## config.mk

```make
export PLATFORM = sky130hd
export DESIGN_NAME = ex_mem_pipe
export DESIGN_NICKNAME = d
export VERILOG_FILES = /design/src/rtl/ex_mem_pipe.sv
export SDC_FILE = /design/constraint.sdc
export NUM_CORES = 1
export LEC_CHECK = 0
export ABC_AREA = 1
export CAP_MARGIN = 20
export CORE_MARGIN = 3
export CORE_UTILIZATION = 53
export DETAILED_ROUTE_END_ITERATION = 10
export PLACE_DENSITY_LB_ADDON = 0.2
export SYNTH_ARGS = -nofsm -noshare
export SYNTH_HDL_FRONTEND = slang
export SYNTH_SLANG_ARGS = --single-unit
export TNS_END_PERCENT = 10
```

## constraint.sdc

```tcl
create_clock -name clock -period 3.15 [get_ports clock]
set_input_delay 0.63 -clock clock [delete_from_list [all_inputs] [get_ports clock]]
set_output_delay 0.63 -clock clock [all_outputs]
set_load 0.05 [all_outputs]
```

## src/rtl/ex_mem_pipe.sv

```systemverilog
// EX/MEM pipeline register built as a two-entry skid buffer (head + skid).
// Handshake: a transfer happens on a rising edge when valid and ready are
// both high in the cycle before it. in_ready depends only on registered
// state, so it has no combinational path from out_ready. The head entry
// drives the MEM-side outputs. A taken branch (pc_src) and the forwarding
// bus are decoded from the head entry.
module ex_mem_pipe #(
    parameter int XLEN  = 32,
    parameter int RA_W  = 5,
    parameter int WB_W  = 2,
    parameter int CNT_W = 16
) (
    input  logic             clock,
    input  logic             reset,
    input  logic             in_valid,
    output logic             in_ready,
    input  logic             flush,
    input  logic [WB_W-1:0]  ctlwb_in,
    input  logic [2:0]       ctlm_in,
    input  logic [XLEN-1:0]  adder_in,
    input  logic             aluzero_in,
    input  logic [XLEN-1:0]  aluout_in,
    input  logic [XLEN-1:0]  readdat2_in,
    input  logic [RA_W-1:0]  rd_in,
    output logic             out_valid,
    input  logic             out_ready,
    output logic [WB_W-1:0]  wb_ctlout,
    output logic             branch,
    output logic             memread,
    output logic             memwrite,
    output logic [XLEN-1:0]  add_result,
    output logic             zero,
    output logic [XLEN-1:0]  alu_result,
    output logic [XLEN-1:0]  rdata2out,
    output logic [RA_W-1:0]  rd_out,
    output logic             pc_src,
    output logic             fwd_valid,
    output logic [RA_W-1:0]  fwd_rd,
    output logic [XLEN-1:0]  fwd_data,
    output logic [CNT_W-1:0] stall_count
);

    typedef struct packed {
        logic [WB_W-1:0] wb;
        logic            branch;
        logic            memread;
        logic            memwrite;
        logic [XLEN-1:0] add;
        logic            zero;
        logic [XLEN-1:0] alu;
        logic [XLEN-1:0] rdata2;
        logic [RA_W-1:0] rd;
    } entry_t;

    entry_t in_entry;
    entry_t head;
    entry_t skid;
    logic   head_valid;
    logic   skid_valid;
    logic   accept;
    logic   drain;

    // Pack the incoming EX result; ctlm_in is {branch, memread, memwrite}.
    always_comb begin
        in_entry          = '0;
        in_entry.wb       = ctlwb_in;
        in_entry.branch   = ctlm_in[2];
        in_entry.memread  = ctlm_in[1];
        in_entry.memwrite = ctlm_in[0];
        in_entry.add      = adder_in;
        in_entry.zero     = aluzero_in;
        in_entry.alu      = aluout_in;
        in_entry.rdata2   = readdat2_in;
        in_entry.rd       = rd_in;
    end

    assign in_ready  = ~skid_valid;
    assign out_valid = head_valid;
    assign accept    = in_valid & in_ready;
    assign drain     = head_valid & out_ready;

    // Entry movement; accept can never coincide with a full skid because
    // in_ready is low then. Flush keeps payloads, only valids drop.
    always_ff @(posedge clock) begin
        if (reset) begin
            head       <= '0;
            skid       <= '0;
            head_valid <= 1'b0;
            skid_valid <= 1'b0;
        end else if (flush) begin
            head_valid <= 1'b0;
            skid_valid <= 1'b0;
        end else if (drain && skid_valid) begin
            head       <= skid;
            skid_valid <= 1'b0;
        end else if (accept && (!head_valid || drain)) begin
            head       <= in_entry;
            head_valid <= 1'b1;
        end else if (accept) begin
            skid       <= in_entry;
            skid_valid <= 1'b1;
        end else if (drain) begin
            head_valid <= 1'b0;
        end
    end

    // Saturating count of cycles where MEM holds off a valid head.
    always_ff @(posedge clock) begin
        if (reset) begin
            stall_count <= '0;
        end else if (head_valid && !out_ready && (stall_count != '1)) begin
            stall_count <= stall_count + CNT_W'(1);
        end
    end

    // Control is masked by head_valid; data fields keep their last value.
    always_comb begin
        wb_ctlout  = head_valid ? head.wb : '0;
        branch     = head_valid & head.branch;
        memread    = head_valid & head.memread;
        memwrite   = head_valid & head.memwrite;
        add_result = head.add;
        zero       = head.zero;
        alu_result = head.alu;
        rdata2out  = head.rdata2;
        rd_out     = head.rd;
        pc_src     = head_valid & head.branch & head.zero;
        fwd_valid  = head_valid & head.wb[0] & ~head.memread;
        fwd_rd     = head.rd;
        fwd_data   = head.alu;
    end

endmodule

```

# After elaboration in Yosys (flattened, before gate mapping)
# Index checks and enable logic that the tools add are counted.
word_totals:
  ff_bits: 232
  latch_bits: 0
  ram_bits: 0
  romBits: 0
  inputBits: 112
  output_inout_bits: 164
  word_cells: 58
  mem_count: 0
classes:
  addsub: 1
  multipliers: 0
  div_mod_pow: 0
  order_cmp: 0
  eq_ne: 2
  shifts: 0
  muxes: 6
  bitwise: 13
  reduce_logical: 15
ops:
  columns: ["cell", "count"]
  rows:
  - ["two-way mux 107 bit", 2]
  - ["adder 16 x 1 -> 16 bit, second input constant", 1]
  - ["inequality test 16 bit, second input constant", 1]
  - ["bitwise AND 1 bit", 8]
  - ["inverter 1 bit", 5]
  - ["logical AND 1 bit", 4]
  - ["AND reduction 2 bit", 2]
  - ["AND reduction 4 bit", 1]
  - ["nonzero test 2 bit", 2]
  - ["two-way mux 1 bit", 3]
  - ["AND reduction 3 bit", 1]
  - ["OR reduction 3 bit", 1]
  - ["zero test 1 bit", 2]
  - ["two-way mux 2 bit", 1]
  - ["inequality test 2 x 1 -> 1 bit, second input constant", 1]
  - ["OR reduction 2 bit", 1]
  - ["logical OR 1 bit", 1]

# Logic depth before layout (Yosys ltp)
logic_depth:
  depth_word: 5
  depth_mapped: 10

# Worst setup path after synthesis
# No wires, ideal clock.
synth_path:
  kind: "reg2out"
  from: "register head_valid (netlist: out_valid)"
  to: "output port fwd_valid"
  t_arrival_ps: 1564
  required_ps: 2520
  setup_slack_ps: 956
  path_stages_with_launch: 4
  path_cell_list: "dfxtp_1 > buf_4 > nand2_1 > nor2_1"
synth_via:
  elab_chain_len: 2
synth_rtl:
  columns: ["element", "line_no", "source"]
  rows:
  - ["start: declaration", "58", "logic head_valid;"]
  - ["start signal: assignment", "88", "head_valid <= 1'b0;"]
  - ["start signal: assignment", "91", "head_valid <= 1'b0;"]
  - ["start signal: assignment", "98", "head_valid <= 1'b1;"]
  - ["bitwise AND 1 bit (2 in a row)", "128", "fwd_valid = head_valid & head.wb[0] & ~head.memread;"]
  - ["end: declaration", "37", "output logic fwd_valid,"]
# Every way passes these cells.

# Worst setup path in the final report
layout_path:
  from: "register head_valid (netlist: out_valid)"
  to: "output port pc_src"
layout_via:
  elab_chain_len: 2
layout_rtl:
  columns: ["element", "line_no", "source"]
  rows:
  - ["bitwise AND 1 bit (2 in a row)", "127", "pc_src = head_valid & head.branch & head.zero;"]
  - ["end: declaration", "36", "output logic pc_src,"]
# Every way passes these cells.

==> metrics.csv <==
metric,value,unit
routed vias/inst,5.05,
Tmin final,2.77,ns
normalized max-slew margin,0.402,
Crit path arrival time,2.14,ns
run status,finished clean,
Clock Path Buffers,3,
LEAKAGE,5.69,nW
Die Area,21900,um^2
ANT cells,0,
Layout Cells excl Fill,1944,
"Reg clk slew, reported paths",0.06,ns
"commonest non-fill, non-tap cells in the layout","nand2_1, clkdlybuf4s50_1, nor2_1",
DRC viols,0,
Overflow after GRT,0,
Final period util,0.880,
worst-path maximum fanout,6,
CTS Root Cell,clkbuf_16,
CP Cell Sequence,"nand2_1, nor2_1, clkdlybuf4s50_1",
Max Clock Freq,0.361,GHz
Rows,51,
# IOs,276,
Post-Syn Area,10700,um^2
synthesis-to-layout area growth,24.8,%
area of the multi-input gates,4470,um^2
Total Wirelength,28700,um
cts hold-fix bufs,0,
Syn Area/Cell,6.79,um^2
#FFs+latches synth,232,
Min-Delay Path Depth,2,
CP peak stage delay,0.82,ns
Die Ht,148,um
Critical-path top delay cell,clkdlybuf4s50_1,
"Slew Viols, Final",0,
Wirelength per Cell,14.8,um
# placed instances,1899,
Routability Congestion,0.909,
Inserted Clock Buffers,25,
Mapped Cells,1577,
Routed Antenna Nets,0,
final hold slack,0.462,ns
Worst Setup End Kind,output pin,
Crit path max-delay family,buffers and inverters,
CTS tree,built,
cells on worst reg2reg path,6,
first-pass GRT wire length,46500,um
Fin. Hold Viols,0,
RSZ-0062 raised after global routing,no,
postcts setup bufs,0,
main flop type after synthesis,dfxtp_1,
H-Tree Depth,1,
pwr dens,532,nW/um^2
register area share after synthesis,0.434,
Iter 0 DRT Violations,701,
Worst Skew,0.00637,ns
asr flop ratio synth,0,
setup TNS,0,ns
fillers,1735,
Clock Sinks,232,
number of synthesized flops with an enable pin,0,
Crit path depth,3,
hpwl dp,17600,um
Hold Path Class,flop to flop,
post-CTS sizing,0,
vias in the first global route,9347,
VDD IR max,0.000322,V
Initial Util,0.545,
CP required,2.52,ns
Sequential cell area,4640,um^2
"Net Count, Synth",1690,
clk_lat worst skew,0.51,ns
input/output buffers,275,
GR Util All Layers,0.252,
worst-margin pin slew,0.895,ns
Die X,148,um
final setup violation count,0,
Core Region,19700,um^2
max-cap violations,0,
DR vias,9820,
WS Path Type,flop to output pin,
layout cells sized above 1,0.0423,
WP buf/inv,1,
flop2flop setup slack,1.03,ns
synth unique cells,25,
first-pass detailed-route iteration total,5,
largest net degree at the start of global routing,108,
nets,1774,
Yosys warnings,0,
initial antenna violation count,1,
startpoint types,flop,
"most common cell after layout, fill and taps aside",nand2_1,
## cell usage after synthesis, types with 2 or more instances
cell type,instances,area share
o21ai_0,107,0.050
buf_4,148,0.10
dfxtp_1,232,0.43
buf_6,8,0.0084
nand3_1,20,0.0093
o21ai_1,3,0.0014
nor2_1,252,0.088
buf_2,23,0.011
nand3_2,2,0.0019
a21oi_1,121,0.057
nand2_1,576,0.20
inv_2,5,0.0018
clkbuf_1,53,0.019
inv_1,16,0.0056
## routing by layer
layer	GRT usage	part of all wire	vias to the layer above
li1	-	-	4962
met1	0.312	0.41	4467
met2	0.446	0.49	347
met3	0.0561	0.082	42
met4	0.0674	0.020	2
met5	0	0.00059	-
## sequential cells by signal, indices dropped and copies added (netlist names)
register and count:
skid_valid 1, head 5, alu_result 32, stall_count 16
out_valid 1, skid 107, add_result 32, rdata2out 32
zero 1, fwd_rd 5
## kinds of logic after synthesis
| family | count (synthesis) | synth area share |
|---|---|---|
| AOI/OAI and AO/OA | 233 | 0.110 |
| DFF | 232 | 0.434 |
| adders and majority gates | 1 | 0.00117 |
| and+or+nand+nor | 856 | 0.306 |
| buffers and inverters | 255 | 0.150 |
## tightest hold or removal path, delay by kind of cell (launching register included)
family / cells / cell delay (ns)
flip-flops: 1 / 0.31
AND/OR/NAND/NOR: 1 / 0.06
AO/OA/AOI/OAI: 1 / 0.05
## stage by stage
step | cell area [um^2] | util | setup slack (ns) | power [mW]
2_1_floorplan | 10700 | - | 0.956 | 3.80
3_3_place_gp | 12500 | 0.634 | 0.490 | 4.07
3_5_place_dp | 12500 | 0.635 | 0.525 | 4.08
4_1_cts | 13400 | 0.680 | 0.344 | 7.16
5_1_grt | 13400 | 0.680 | 0.309 | 7.35
6_report | 13400 | 0.680 | 0.377 | 7.11
## cell type report
class	instances	share of cell area
sequential	232	0.347
multi-input combinational	1090	0.334
timing repair buffer	290	0.221
clock buffer	34	0.0538
tap	265	0.0248
clock inverter	11	0.0118
inverter	22	0.00665
## report_power, final
part / internal, mW / switching (mW) / leakage (nW)
Combinational: 0.363 / 0.582 / 3.37
Sequential: 3.02 / 0.0549 / 1.88
Clock: 1.92 / 1.17 / 0.435
Total: 5.30 / 1.81 / 5.69
## path summary, 6_finish.rpt
path / start / to
worst max register to register: stall_count[8]$_SDFFE_PP0P_ / stall_count[4]$_SDFFE_PP0P_
worst min-delay path: add_result[5]$_SDFFE_PP0P_ / add_result[5]$_SDFFE_PP0P_
worst min register to register: add_result[5]$_SDFFE_PP0P_ / add_result[5]$_SDFFE_PP0P_
worst max-delay path: out_valid$_SDFFE_PP0P_ / pc_src
Power figures use the tool's default switching activity.
